==> src/rtl/pixel_streamer.sv <==
`default_nettype none
// pixel_streamer: reads a ROW_SIZE x COL_SIZE frame from 1-cycle-latency memory, emits a tagged ready/valid pixel stream.
// Revision 1.0

module pixel_streamer #(
  parameter int DATA_WIDTH = 8,
  parameter int ROW_SIZE   = 5,
  parameter int COL_SIZE   = 5,
  parameter int ADDR_WIDTH = 16
) (
  input  logic                        clock,
  input  logic                        sreset_n,
  input  logic                        start,
  input  logic [ADDR_WIDTH-1:0]       base_addr,
  output logic                        mem_rd_en,
  output logic [ADDR_WIDTH-1:0]       mem_addr,
  input  logic [DATA_WIDTH-1:0]       mem_data,
  input  logic                        ready,
  output logic                        data_valid,
  output logic [DATA_WIDTH-1:0]       data_out,
  output logic [$clog2(COL_SIZE)-1:0] row_idx,
  output logic [$clog2(ROW_SIZE)-1:0] col_idx,
  output logic                        row_last,
  output logic                        frame_last,
  output logic                        busy,
  output logic                        done
);

  localparam int N     = ROW_SIZE * COL_SIZE;
  localparam int IDX_W = $clog2(N + 1);
  localparam int RW    = $clog2(COL_SIZE);
  localparam int CW    = $clog2(ROW_SIZE);
  localparam int EW    = DATA_WIDTH + RW + CW + 2;
  localparam logic [IDX_W-1:0] LAST_IDX = IDX_W'(N - 1);
  localparam logic [IDX_W-1:0] TOTAL    = IDX_W'(N);
  localparam logic [CW-1:0]    LAST_COL = CW'(ROW_SIZE - 1);

  typedef enum logic [1:0] {IDLE, STREAM, DRAIN, DONE_S} state_t;

  state_t                 state, state_nxt;
  logic [ADDR_WIDTH-1:0]  base;
  logic [IDX_W-1:0]       rd_idx;
  logic [RW-1:0]          rd_row;
  logic [CW-1:0]          rd_col;
  logic                   inflight;
  logic [RW-1:0]          infl_row;
  logic [CW-1:0]          infl_col;
  logic                   infl_rl;
  logic                   infl_fl;
  logic [EW-1:0]          fifo_mem [2];
  logic [1:0]             count;
  logic                   wr_ptr;
  logic                   rd_ptr;
  logic                   push;
  logic                   pop;
  logic [EW-1:0]          head;

  assign push       = inflight;
  assign data_valid = (count != 2'd0);
  assign pop        = data_valid && ready;
  assign head       = fifo_mem[rd_ptr];
  assign busy       = (state != IDLE);
  assign done       = (state == DONE_S);
  assign mem_addr   = (state == STREAM) ? base + ADDR_WIDTH'(rd_idx) : '0;

  // Head fields are gated so the outputs read zero whenever the FIFO is empty.
  assign data_out   = data_valid ? head[EW-1 -: DATA_WIDTH] : '0;
  assign row_idx    = data_valid ? head[CW+2 +: RW] : '0;
  assign col_idx    = data_valid ? head[2 +: CW] : '0;
  assign row_last   = data_valid & head[1];
  assign frame_last = data_valid & head[0];

  always_comb begin
    state_nxt = state;
    mem_rd_en = 1'b0;
    case (state)
      IDLE: if (start) state_nxt = STREAM;
      STREAM: begin
        mem_rd_en = (rd_idx < TOTAL) &&
                    (({1'b0, count} + {2'b00, inflight}) < (3'd2 + {2'b00, pop}));
        if (mem_rd_en && (rd_idx == LAST_IDX)) state_nxt = DRAIN;
      end
      DRAIN:  if ((count == 2'd0) && !inflight) state_nxt = DONE_S;
      DONE_S: state_nxt = IDLE;
      default: state_nxt = IDLE;
    endcase
  end

  always_ff @(posedge clock or negedge sreset_n) begin
    if (!sreset_n) state <= IDLE;
    else           state <= state_nxt;
  end

  always_ff @(posedge clock or negedge sreset_n) begin
    if (!sreset_n) begin
      base     <= '0;
      rd_idx   <= '0;
      rd_row   <= '0;
      rd_col   <= '0;
      inflight <= 1'b0;
      infl_row <= '0;
      infl_col <= '0;
      infl_rl  <= 1'b0;
      infl_fl  <= 1'b0;
    end else if ((state == IDLE) && start) begin
      base     <= base_addr;
      rd_idx   <= '0;
      rd_row   <= '0;
      rd_col   <= '0;
      inflight <= 1'b0;
    end else begin
      inflight <= mem_rd_en;
      if (mem_rd_en) begin
        infl_row <= rd_row;
        infl_col <= rd_col;
        infl_rl  <= (rd_col == LAST_COL);
        infl_fl  <= (rd_idx == LAST_IDX);
        rd_idx   <= rd_idx + 1'b1;
        if (rd_col == LAST_COL) begin
          rd_col <= '0;
          rd_row <= rd_row + 1'b1;
        end else begin
          rd_col <= rd_col + 1'b1;
        end
      end
    end
  end

  always_ff @(posedge clock or negedge sreset_n) begin
    if (!sreset_n) begin
      count  <= 2'd0;
      wr_ptr <= 1'b0;
      rd_ptr <= 1'b0;
    end else begin
      if (push) wr_ptr <= ~wr_ptr;
      if (pop)  rd_ptr <= ~rd_ptr;
      case ({push, pop})
        2'b10:   count <= count + 2'd1;
        2'b01:   count <= count - 2'd1;
        default: count <= count;
      endcase
    end
  end

  // Storage needs no reset: contents are only visible while count is non-zero.
  always_ff @(posedge clock) begin
    if (push) fifo_mem[wr_ptr] <= {mem_data, infl_row, infl_col, infl_rl, infl_fl};
  end

  a_no_overflow: assert property (@(posedge clock) disable iff (!sreset_n)
                                  !(push && !pop && (count == 2'd2)));

endmodule

`default_nettype wire

==> config.mk <==
export PLATFORM = sky130hd
export DESIGN_NAME = pixel_streamer
export DESIGN_NICKNAME = d
export VERILOG_FILES = /design/src/rtl/pixel_streamer.sv
export SDC_FILE = /design/constraint.sdc
export NUM_CORES = 1
export LEC_CHECK = 0
export ABC_CLOCK_PERIOD_IN_PS = 7100
export CORE_MARGIN = 5
export CORE_UTILIZATION = 40
export DETAILED_ROUTE_END_ITERATION = 6
export DONT_BUFFER_PORTS = 1
export GPL_TIMING_DRIVEN = 0
export SKIP_LAST_GASP = 1
export SYNTH_ARGS = -nofsm -noshare
export SYNTH_HDL_FRONTEND = slang
export SYNTH_SLANG_ARGS = --single-unit
==> constraint.sdc <==
create_clock -name clock -period 7.1 [get_ports clock]
set_input_delay 1.42 -clock clock [delete_from_list [all_inputs] [get_ports clock]]
set_output_delay 1.42 -clock clock [all_outputs]
set_load 0.02 [all_outputs]
Yosys cells after proc, flatten, opt, wreduce, memory -nomap -nowiden

Memory sizes are Yosys's and may differ from the RTL's.
Index checks and enable logic that the tools add are counted.

Output and inout bits: 36
Register bits after elaboration: 42
Input bits: 28
Logic and storage cells: 76
Memories: 1
Memory bits (writable): 32

Eq/ne operators: 10
$lt $le $gt $ge: 2
Bitwise gates (word level): 5
Muxes and demuxes: 21
Add/subtract/negate cells: 8
Reduce and logical (&&, ||, !) cells: 16

Memory list:

| memory   | depth | bits a word | read ports | clocked after memory_dff | wr ports | RTL line | source |
|---|---|---|---|---|---|---|---|
| fifo_mem | 2     | 16          | 1          | 0                        | 1        | 50       | `logic [EW-1:0] fifo_mem [2];` |

Operator list:

| operator                                          | number |
|---|---|
| 2-to-1 mux 3 bit                                  | 8 |
| adder 16 x 5 -> 16 bit                            | 1 |
| 2-to-1 mux 16 bit                                 | 1 |
| 2-to-1 mux 5 bit                                  | 2 |
| nonzero test 2 bit                                | 5 |
| 2-to-1 mux 8 bit                                  | 1 |
| one-hot mux 2 bit (4 select lines)                | 1 |
| adder 3 x 1 -> 3 bit, second input constant       | 2 |
| == test 2 bit, second input constant              | 3 |
| 2-to-1 mux 2 bit                                  | 3 |
| adder 5 x 1 -> 5 bit, second input constant       | 1 |
| == test 5 bit, second input constant              | 1 |
| logical AND 1 bit                                 | 5 |
| less-than comparator 5 bit, second input constant | 1 |
| == test 2 x 1 -> 1 bit, second input constant     | 2 |
| zero test 2 bit                                   | 2 |
| 2-to-1 mux 1 bit                                  | 4 |
| != test 2 bit, second input constant              | 2 |
| one-hot mux 2 bit (2 select lines)                | 1 |
| AND reduction 2 bit                               | 2 |
| adder 2 x 1 -> 3 bit                              | 1 |
| adder 2 x 1 -> 3 bit, first input constant        | 1 |
| == test 3 bit, second input constant              | 1 |
| less-than comparator 3 bit                        | 1 |
| 7 further kinds                                   | 10 |

Depth between registers and ports, before layout

Gate-level depths: netlist of the first run.

Depth after elaboration: 8
Mapped depth: 8
Gate-level depth less buffers: 7

Worst setup path after synthesis of the first run

Ideal clock, no wire load.

Path type: register to output
Start: register rd_idx[0]
End: output mem_addr[14]
Cell stages (with the launch flop): 8
Path slack: 3507 ps
Required time: 5680 ps
Buffers on the path: 0
Arrival: 2173 ps
Path through: dfrtp_1 -> ha_1 -> inv_1 -> fa_1 -> nor2b_1 -> o31ai_2 -> a2111oi_2 -> mux2i_1

Longest elaborated chain between the ends: 2

RTL lines:

| item                     | RTL line | source |
|---|---|---|
| start: declaration       | 42       | `logic [IDX_W-1:0] rd_idx;` |
| start signal: assignment | 118      | `rd_idx <= rd_idx + 1'b1;` |
| adder 16 x 5 -> 16 bit   | 64       | `assign mem_addr = (state == STREAM) ? base + ADDR_WIDTH'(rd_idx) : '0;` |
| 2-to-1 mux 16 bit        | 64       |  |
| end: declaration         | 16       | `output logic [ADDR_WIDTH-1:0] mem_addr,` |

Every way passes these cells.

Worst setup path in the final report of the first run

Same ends and word-level chain as after synthesis.

==> reports/metrics.yaml, run 1 <==
status:
  status: "finished, final reports clean"
finish:
  fillers: 858
  area_growth_syn_to_layout_pct: 9.624
  finalNonFillerCells: 493
  diodes: 0
  fin_area_um2: 4161
  nets: 406
  drive_above_1_share_pct: 10.44
logic_synthesis:
  synth_cells: 348
  ys_seq_elements: 74
  synth_top_family_by_area: "simple AND/OR/NAND/NOR gates"
  avgSynthCellArea_um2: 10.91
  synth-xor-area-share_pct: 1.615
  synth_cell_types: 49
  yosysSeqAreaShare_pct: 53.00
  async_flop_share_pct: 56.76
  synth-compound-area-share_pct: 10.42
  netlist_area_um2: 3796
  syn-num-nets: 395
  yosys_warnings: 0
  synth_adder_area_share_pct: 6.460
  synthMuxAreaShare_pct: 7.877
  synth-simple-area-share_pct: 16.81
  synth-edff-count: 32
  ys.flop_type: "dfrtp_1"
timing:
  worst_slew_pin_slew_ns: 0.8328
  rsz0062_at_grt: "no"
  finClkSkew_ns: 0.009319
  slew_headroom_pct: 44.42
  period_share_pct: 60.80
  setup_tns_ns: 0
  setup_violations: 0
  layout_min_cycle_time_ns: 4.317
  hold_violations: 0
  slew_violations: 0
  fmax_mhz: 231.6
grt:
  grt_pass1_wl_um: 13020
  antenna_found_initial: 0
  grt_overflow_total: 0
  gr-usage-all-layers_pct: 14.35
  grt_pass1_vias: 2567
  met2_usage_pct: 23.24
  gr-usage-met3_pct: 5.999
  grt_max_degree: 43
  use_met1_pct: 17.95
  busiest_layer: "met2"
clocking:
  clk_path_buf_depth: 2
  cts_made_buffers: 9
  cts_resized: 0
  cts_setup_buffers: 0
  cts_max_level: 3
  cts_tree: "done"
  clkTransAtPathRegs_ns: 0.08
  clock-sinks: 74
  ctsHoldBuffers: 0
  clockRootBuffer: "clkbuf_8"
  clk_latency_ns: 0.34
floorplan:
  dieArea_um2: 11540
  die_width_um: 107.4
  core_area_um2: 9240
  die_h_um: 107.4
  io_pins: 64
  num_rows: 35
  initial_core_util_pct: 41.08
placement:
  portBuffers: 0
  finalWeightedCongestion: 0.7777
  dp_cells: 477
  place_area_um2: 3958
  dp_hpwl_um: 5572
drt:
  drt-pass1-iter-count: 4
  drt_iter0_markers: 196
  vias: 2580
  ant_nets: 0
  drc_errors: 0
  routed_via_density: 5.233
  wire_per_inst_um: 16.12
  wirelength_um: 7948
setup_path:
  worstPathMaxFanout: 7
  arrival_ns: 2.90
  crit_required_ns: 5.68
  rrSetupSlack_ns: 4.89
  cp-start-kind: "register"
  critPathCaptureType: "output port"
  criticalPathCategory: "register to output port"
pwr:
  p_leak_nw: 1.724
  p_total_w: 0.001777
  max-vdd-ir-drop_mv: 0.1887
  power_density_nw_per_um2: 427.0
min_path:
  hp-class: "register to register"
run:
  maxCapViolCount: 0
## metrics by stage
stage,setup slack (ns),util [%],hold WS [ns]
6_report,2.783,45.04,0.4703
5_1_grt,2.635,45.04,0.5007
4_1_cts,2.745,45.01,0.4763
3_5_place_dp,3.155,42.83,0.4574
3_3_place_gp,3.224,42.83,0.4463
2_1_floorplan,3.507,-,0.4366
## report_power, final
part | internal [W] | switching [W]
clock network | 0.000165 | 0.000166
logic | 0.000243 | 0.000524
registers | 0.000578 | 0.000101
## worst max-delay path: stages, from the launching register on
cell and delay, ns:
dfrtp_1 0.50, ha_1 0.23, inv_1 0.06, fa_1 0.38
nor2b_1 0.26, o31ai_2 0.17, a2111oi_2 0.42, mux2i_1 0.53
## sequential cells by signal (all words and copies together) (netlist names), 2 cells and up
signal    count
base         16
count         2
fifo_mem     32
infl_col      3
infl_row      3
rd_col        3
rd_idx        5
rd_row        3
state         2
## cell usage in the layout (no fill, tap or decap), types with 8 or more instances in the layout
master    instances
dfrtp_1          42
a21oi_1          15
nor2_1           26
or4_1             8
nand4_1           9
mux2i_1          22
edfxtp_1         32
inv_1            20
o31ai_1          13
clkbuf_1          8
ha_1             18
nand2_1          55
clkbuf_8          9
## final cells by class
cell class	count	area, µm²	share of cell area [%]
plain buffers	15	70.07	1.684
clock buffers	9	123.9	2.977
clock inverters	7	77.57	1.864
inverters	20	75.07	1.804
multi-input cells	239	1642	39.45
flip-flops and latches	74	2012	48.35
well taps	129	161.4	3.879
## worst paths after layout
kind | endpoint | startpoint | cells past startpoint
setup / recovery | mem_addr[14] | rd_idx[0] | 7
hold / removal | fifo_mem[0][4] | infl_col[2] | 0
setup reg to reg | rd_idx[0] | count[0] | 7
hold reg to reg | fifo_mem[0][4] | infl_col[2] | 0
max in group asynchronous | infl_rl | sreset_n | 0
min in group asynchronous | rd_col[1] | sreset_n | 0
## routing by layer
| metal | vias up | part of all wire (%) |
|---|---|---|
| met1 | 1231 | 46 |
| met4 | 0 | 0.93 |
| li1 | 1277 | - |
| met5 | - | 0 |
| met3 | 5 | 7.6 |
| met2 | 67 | 46 |
## cells in the mapped netlist, types with 2 or more instances
cell type   n  area [µm²]
a32o_1      2       20.02
or4_1       8       60.06
a21oi_1    15       75.07
ha_1       18       225.2
o21ai_2     2       17.52
mux2_2      7       78.83
and2_1      4       25.02
edfxtp_1   32       960.9
nand2b_1    6       37.54
xnor2_1     3       26.28
nor2b_1     2       12.51
and3_1      4       25.02
o31ai_1    13       97.59
inv_1      20       75.07
mux2i_1    22       220.2
nand4_1     9       56.30
o21ai_0     6       30.03
a2111oi_2   2       30.03
dfrtp_1    42        1051
buf_2       5       25.02
xor2_1      4       35.03
o21a_1      2       15.01
a21boi_0    2       15.01
nor2_1     27       101.4
nand3_1     4       20.02
nand2_1    55       206.5
a211oi_1    3       22.52
clkbuf_1    8       30.03
## cell families after synthesis
kind of cell / after synthesis
buf+inv: 35
simple gates: 129
flops: 74
mux: 29
compound gates: 55
fa+ha+maj: 19
xor+xnor: 7
Note: power is estimated with default switching activity, not from simulation.
==> run 2, diff against run 1 <==
- ABC_CLOCK_PERIOD_IN_PS: 7100 -> 3600
- clock period: 7.1 -> 3.6 ns (I/O delays scaled with it)
==> run 2 against run 1 <==
Effect of this change: sequential power is 97% higher; sequential share of layout area is 0.057 points lower; hold slack worse by 0.41 ns; power is 98% higher; combinational power is 98% higher; cell count stayed put; clock skew hardly changed; routed wire length is 0.29% higher; design area is 0.18% higher; register-to-register slack worse by 3.6 ns; sequential cell count stayed put; critical endpoint unchanged.
==> reports/metrics.yaml, run 2 (same netlist as run 1, synthesis figures left out) <==
setup_path:
  rrSetupSlack_ns: 1.33  # was 4.89 ns
  crit_required_ns: 2.88  # was 5.68 ns
  worstPathMaxFanout: 7  # unchanged
  cp-start-kind: "register"  # unchanged
  arrival_ns: 2.69  # was 2.90 ns
  criticalPathCategory: "register to output port"  # unchanged
  critPathCaptureType: "output port"  # unchanged
finish:
  finalNonFillerCells: 493  # unchanged
  nets: 406  # unchanged
  area_growth_syn_to_layout_pct: 9.822  # was 9.624%
  seq_area_um2: 2013  # was 2012 µm²
  multi_input_area_um2: 1648  # was 1642 µm²
  largest_reg_flops: 32  # unchanged
  fillers: 855  # was 858
  final_common_cell: "nand2_1"  # unchanged
  fin_area_um2: 4169  # was 4161 µm²
  final_cell_mix: "nand2_1, dfrtp_1, edfxtp_1"  # unchanged
  drive_above_1_share_pct: 11.26  # was 10.44%
  largest_register: "fifo_mem"  # unchanged
  diodes: 0  # unchanged
  top_regs: "fifo_mem (32), base (16), rd_idx (5)"  # unchanged
floorplan:
  num_rows: 35  # unchanged
  core_area_um2: 9240  # unchanged
  io_pins: 64  # unchanged
  die_width_um: 107.4  # unchanged
  initial_core_util_pct: 41.08  # unchanged
  die_h_um: 107.4  # unchanged
  dieArea_um2: 11540  # unchanged
timing:
  layout_min_cycle_time_ns: 3.409
  hold_slack_ns: 0.05958  # was 0.4703 ns
  finClkSkew_ns: 0.009558  # was 0.009319 ns
  slew_headroom_pct: 44.42  # about the same
  slew_violations: 0  # unchanged
  hold_violations: 0  # unchanged
  fmax_mhz: 293.3
  worst_slew_pin_slew_ns: 0.8328  # about the same
  period_share_pct: 94.71
  setup_violations: 0  # unchanged
  rsz0062_at_grt: "no"  # unchanged
  setup_tns_ns: 0  # unchanged
clocking:
  cts_tree: "done"  # unchanged
  clkTransAtPathRegs_ns: 0.09  # was 0.08 ns
  clk_latency_ns: 0.34  # about the same
  clk_path_buf_depth: 2  # unchanged
  clockRootBuffer: "clkbuf_8"  # unchanged
  clock-sinks: 74  # unchanged
  cts_made_buffers: 9  # unchanged
  cts_max_level: 3  # unchanged
placement:
  finalWeightedCongestion: 0.7777  # unchanged
  dp_cells: 477  # unchanged
  dp_hpwl_um: 5572  # unchanged
  portBuffers: 0  # unchanged
  place_area_um2: 3958  # unchanged
pwr:
  p_total_w: 0.003516  # was 0.001777 W
  p_leak_nw: 1.726  # was 1.724 nW
  max-vdd-ir-drop_mv: 0.3771  # was 0.1887 mV
  power_density_nw_per_um2: 843.3  # was 427.0 nW/µm²
drt:
  drt_iter0_markers: 200  # was 196
  wirelength_um: 7971  # was 7948 µm
  drt-pass1-iter-count: 4  # unchanged
  vias: 2607  # was 2580
  ant_nets: 0  # unchanged
  routed_via_density: 5.288  # was 5.233
  drc_errors: 0  # unchanged
  wire_per_inst_um: 16.17  # was 16.12 µm
run:
  maxCapViolCount: 0  # unchanged
grt:
  antenna_found_initial: 0  # unchanged
  grt_pass1_wl_um: 13020  # unchanged
  gr-usage-all-layers_pct: 14.35  # about the same
  grt_max_degree: 43  # unchanged
  grt_pass1_vias: 2567  # unchanged
  grt_overflow_total: 0  # unchanged
min_path:
  hp-class: "primary input to async pin"  # was register to register
status:
  status: "finished, final reports clean"  # unchanged
## run 2: cell types whose count changed in the layout (fill, tap and decap cells not counted)
cell / previous run / this run
nor2b_1: 2 / 1
mux2i_2: 0 / 1
nor2b_2: 0 / 1
dfrtp_1: 42 / 41
mux2i_1: 22 / 21
dfrtp_2: 0 / 1
## run 2: cell type report
| cell class | count | area share, % |
|---|---|---|
| plain buffers | 15 | 1.681 |
| clock buffers | 9 | 2.971 |
| clock inverters | 7 | 1.861 |
| inverters | 20 | 1.801 |
| multi-input cells | 239 | 39.53 |
| flip-flops and latches | 74 | 48.29 |
| well taps | 129 | 3.872 |
## run 2: final timing paths
| kind | start | end | depth (start not counted) |
|---|---|---|---|
| hold reg to reg | infl_col[2] | fifo_mem[0][4] | 0 |
| max in group asynchronous | sreset_n | infl_rl | 0 |
| hold / removal | sreset_n | base[11] | 0 |
| min in group clock | infl_col[2] | fifo_mem[0][4] | 0 |
| setup / recovery | rd_idx[0] | mem_addr[14] | 7 |
| setup reg to reg | count[0] | rd_idx[0] | 7 |
## run 2: metrics by stage
step	utilization (%)	worst slack [ns]
CTS	45.05	0.02088
global route	45.12	0.06455
detailed placement	42.83	0.3546
finish	45.12	0.1905
global placement	42.83	0.4238
floorplan	-	0.7071
## run 2: worst max-delay path, stage by stage (launching register included)
cell	delay, ns
dfrtp_2	0.45
ha_1	0.19
inv_1	0.06
fa_1	0.40
nor2b_2	0.20
o31ai_2	0.15
a2111oi_2	0.46
mux2i_2	0.44
## run 2: timing repair
action / 4_1_cts / 5_1_grt
endpoints found under the setup margin: 1 / 4
gates cloned: 0 / 0
hold buffers: 0 / 0
resized for setup: 1 / 2
setup buffers: 0 / 0
## run 2: power by group
part	leakage, nW	internal, W	switching (W)
clock network	0.0954	0.000326	0.000327
logic	0.794	0.000483	0.00104
registers	0.836	0.00114	0.000199
## run 2: metal layers
| metal | track usage (%) | vias up | part of all wire, % | wire length, µm |
|---|---|---|---|---|
| met4 | 3.246 | 0 | 0.90 | 72 |
| li1 | - | 1277 | - | - |
| met1 | 17.95 | 1240 | 45 | 3619 |
| met2 | 23.24 | 85 | 45 | 3614 |
| met5 | 0 | - | 0 | 0 |
| met3 | 5.999 | 5 | 8.3 | 664 |
==> run 3, diff against run 2 <==
- ABC_AREA: unset -> 1
- TNS_END_PERCENT: unset -> 100
==> run 3 against run 2 <==
Effect of this change: critical endpoint is now mem_addr[10]; via count is 4.5% higher; die area hardly changed; fmax is 11% higher; sequential cell count stayed put; hold slack better by 0.0038 ns; power is 2.9% higher; sequential share of layout area is 0.10 points lower; clock power is 9.5% higher; register-to-register slack better by 0.34 ns; count of clock-buffer cells in the layout is 1 higher; first-iteration DRC count is 14% lower.
==> reports/metrics.yaml, run 3 <==
floorplan:
  num_rows: 35  # unchanged
  core_area_um2: 9240  # unchanged
  initial_core_util_pct: 41.06  # was 41.08%
  dieArea_um2: 11530  # was 11540 µm²
  io_pins: 64  # unchanged
  die_width_um: 107.4  # about the same
  die_h_um: 107.4  # about the same
pwr:
  p_sw_share_pct: 44.93  # was 44.54%
  internal_power_w: 0.001991  # was 0.001950 W
  power_density_nw_per_um2: 866.1  # was 843.3 nW/µm²
  p_leak_nw: 1.992  # was 1.726 nW
  p_clk_share_pct: 19.8  # was 18.6%
  seqPwrFrac_pct: 37.3  # was 38.1%
  p_comb_share_pct: 43.0  # was 43.3%
  switchingPower_w: 0.001625  # was 0.001566 W
  max-vdd-ir-drop_mv: 0.3111  # was 0.3771 mV
drt:
  vias: 2724  # was 2607
  routed_via_density: 4.713  # was 5.288
  ant_nets: 0  # unchanged
  wire_per_inst_um: 13.64  # was 16.17 µm
  drc_errors: 0  # unchanged
  drt-pass1-iter-count: 4  # unchanged
  wirelength_um: 7883  # was 7971 µm
  drt_iter0_markers: 173  # was 200
grt:
  grt_pass1_vias: 2690  # was 2567
  grt_pass1_wl_um: 13160  # was 13020 µm
  grt_max_degree: 43  # unchanged
  gr-usage-all-layers_pct: 14.55  # was 14.35%
  antenna_found_initial: 0  # unchanged
  grt_overflow_total: 0  # unchanged
logic_synthesis:
  yosysSeqAreaShare_pct: 53.03  # was 53.00%
  yosys_warnings: 0  # unchanged
  netlist_top_cells_count: "nand2_1, dfrtp_1, inv_1, edfxtp_1"  # was nand2_1, dfrtp_1, edfxtp_1, nor2_1, mux2i_1
  synth_top_area_cell: "dfrtp_1"  # unchanged
  synth_cell_types: 30  # was 49
  ys_seq_elements: 74  # unchanged
  synth_most_common_cell: "nand2_1"  # unchanged
  synth.top_cell.area_share_pct: 27.70  # was 27.69%
  syn-num-nets: 480  # was 395
  synth-edff-count: 32  # unchanged
  avgSynthCellArea_um2: 8.761  # was 10.91 µm²
  synth_area_leaders: "dfrtp_1, edfxtp_1, nand2_1"  # was dfrtp_1, edfxtp_1, ha_1
  async_flop_share_pct: 56.76  # unchanged
  synth_cells: 433  # was 348
  netlist_area_um2: 3794  # was 3796 µm²
  ys.flop_type: "dfrtp_1"  # unchanged
finish:
  drive_above_1_share_pct: 8.241  # was 11.26%
  fin_area_um2: 4175  # was 4169 µm²
  area_growth_syn_to_layout_pct: 10.06  # was 9.822%
  largest_reg_flops: 32  # unchanged
  top_regs: "fifo_mem (32), base (16), rd_idx (5)"  # unchanged
  final_cell_mix: "nand2_1, inv_1, dfrtp_1"  # was nand2_1, dfrtp_1, edfxtp_1
  largest_register: "fifo_mem"  # unchanged
  nets: 491  # was 406
  finalNonFillerCells: 578  # was 493
  final_common_cell: "nand2_1"  # unchanged
  diodes: 0  # unchanged
timing:
  setup_tns_ns: 0  # unchanged
  layout_min_cycle_time_ns: 3.083  # was 3.409 ns
  setup_violations: 0  # unchanged
  slew_headroom_pct: 45.93  # was 44.42%
  finClkSkew_ns: 0.008523  # was 0.009558 ns
  slew_violations: 0  # unchanged
  fmax_mhz: 324.3  # was 293.3 MHz
  period_share_pct: 85.65  # was 94.71%
  rsz0062_at_grt: "no"  # unchanged
  hold_violations: 0  # unchanged
  worst_slew_pin_slew_ns: 0.8102  # was 0.8328 ns
placement:
  place_area_um2: 3955  # was 3958 µm²
  dp_hpwl_um: 5584  # was 5572 µm
  portBuffers: 0  # unchanged
  finalWeightedCongestion: 0.8096  # was 0.7777
  dp_cells: 562  # was 477
setup_path:
  crit_family: "simple AND/OR/NAND/NOR gates"  # was compound AO/OA/AOI/OAI gates
  rrSetupSlack_ns: 1.67  # was 1.33 ns
  timing.rr.start: "count[0]"  # unchanged
  slowest_delay_ns: 0.42  # was 0.46 ns
  slowest_stage: "dfrtp_1"  # was a2111oi_2
  worstPathMaxFanout: 5  # was 7
  reg2regPathDepth: 8  # was 7
  crit_required_ns: 2.88  # about the same
  critPathCaptureType: "output port"  # unchanged
  worst-path-buf-inv: 2  # was 1
  crit_chain: "ha_1, inv_1, fa_1, inv_1, nand3_1, o211ai_1, nand2_1, nand2_1, nand2_1, nor2_1"  # was ha_1, inv_1, fa_1, nor2b_2, o31ai_2, a2111oi_2, mux2i_2
  criticalPathCategory: "register to output port"  # unchanged
  worstReg2RegEnd: "count[1]"  # was rd_idx[0]
  arrival_ns: 2.36  # was 2.69 ns
  path_common_cell: "nand2_1"
  cp-start-kind: "register"  # unchanged
clocking:
  cts_made_buffers: 9  # unchanged
  cts_resized: 0  # was 1
  cts_setup_buffers: 0  # unchanged
  cts_tree: "done"  # unchanged
  ctsHoldBuffers: 0  # unchanged
  clkTransAtPathRegs_ns: 0.08  # was 0.09 ns
  cts_max_level: 3  # unchanged
  clk_path_buf_depth: 2  # unchanged
  clk_latency_ns: 0.35  # was 0.34 ns
  clockRootBuffer: "clkbuf_8"  # unchanged
  clock-sinks: 74  # unchanged
status:
  status: "finished, final reports clean"  # unchanged
min_path:
  hp-class: "primary input to async pin"  # unchanged
run:
  maxCapViolCount: 0  # unchanged
[run 3: cell type report]
class | count | area, µm²
Buffer | 14 | 78.83
Clock buffer | 10 | 127.6
Multi-Input combinational cell | 300 | 1536
Sequential cell | 74 | 2012
Tap cell | 129 | 161.4
Fill cell | 897 | 5065
Clock inverter | 6 | 90.09
Inverter | 45 | 168.9
[run 3: worst max-delay path by stage]
stage | start | end | slack, ns | depth (start not counted)
after floorplan | rd_idx[0] | mem_addr[10] | 1.12 | 10
after global placement | rd_idx[0] | mem_addr[14] | 0.91 | 10
after detailed placement | rd_idx[0] | mem_addr[10] | 0.89 | 10
after CTS | rd_idx[0] | mem_addr[10] | 0.49 | 10
after global routing | rd_idx[0] | mem_addr[10] | 0.33 | 10
final | rd_idx[0] | mem_addr[10] | 0.52 | 10
[run 3: kinds of logic (layout without fill, tap and decap cells)]
| kind of cell | after synthesis | after routing | share of synthesized area, % |
|---|---|---|---|
| simple gates | 211 | 211 | 23.61 |
| flops | 74 | 74 | 53.03 |
| compound gates | 63 | 63 | 8.740 |
| buf+inv | 59 | 75 | 6.530 |
| fa+ha+maj | 19 | 19 | 6.465 |
| xor+xnor | 7 | 7 | 1.616 |
[run 3: metal layers]
metal,vias to the layer above,track usage [%],part of all wire [%]
met1,1237,18.40,46
li1,1410,-,-
met2,65,22.97,46
met5,-,0,0
met3,12,5.099,6.7
met4,0,5.500,1.6
[run 3: worst register-to-register path, cell delays in order, from the launching register on]
cell	delay, ns
dfrtp_1	0.45
inv_2	0.07
nand2_4	0.12
clkinv_1	0.26
nor2_1	0.24
ha_1	0.28
a21oi_1	0.11
o21ai_0	0.12
xor2_1	0.16
[run 3: stage by stage]
stage          hold WS (ns)  worst slack [ns]  util [%]  power [W]
4_1_cts             0.04095            0.4939     45.16   0.003670
5_1_grt             0.02357            0.3261     45.19   0.003939
2_1_floorplan        0.4244             1.121         -   0.002594
6_report            0.06333            0.5167     45.19   0.003616
3_5_place_dp         0.4269            0.8913     42.80   0.002939
3_3_place_gp         0.4271            0.9090     42.80   0.002894
[run 3: power groups by stage]
stage | registers [W] | clock network (W) | logic [W]
floorplan | 0.00131 | 0 | 0.00128
global route | 0.00138 | 0.000782 | 0.00177
finish | 0.00135 | 0.000715 | 0.00155
detailed placement | 0.00136 | 0 | 0.00158
global placement | 0.00135 | 0 | 0.00154
CTS | 0.00135 | 0.000741 | 0.00158
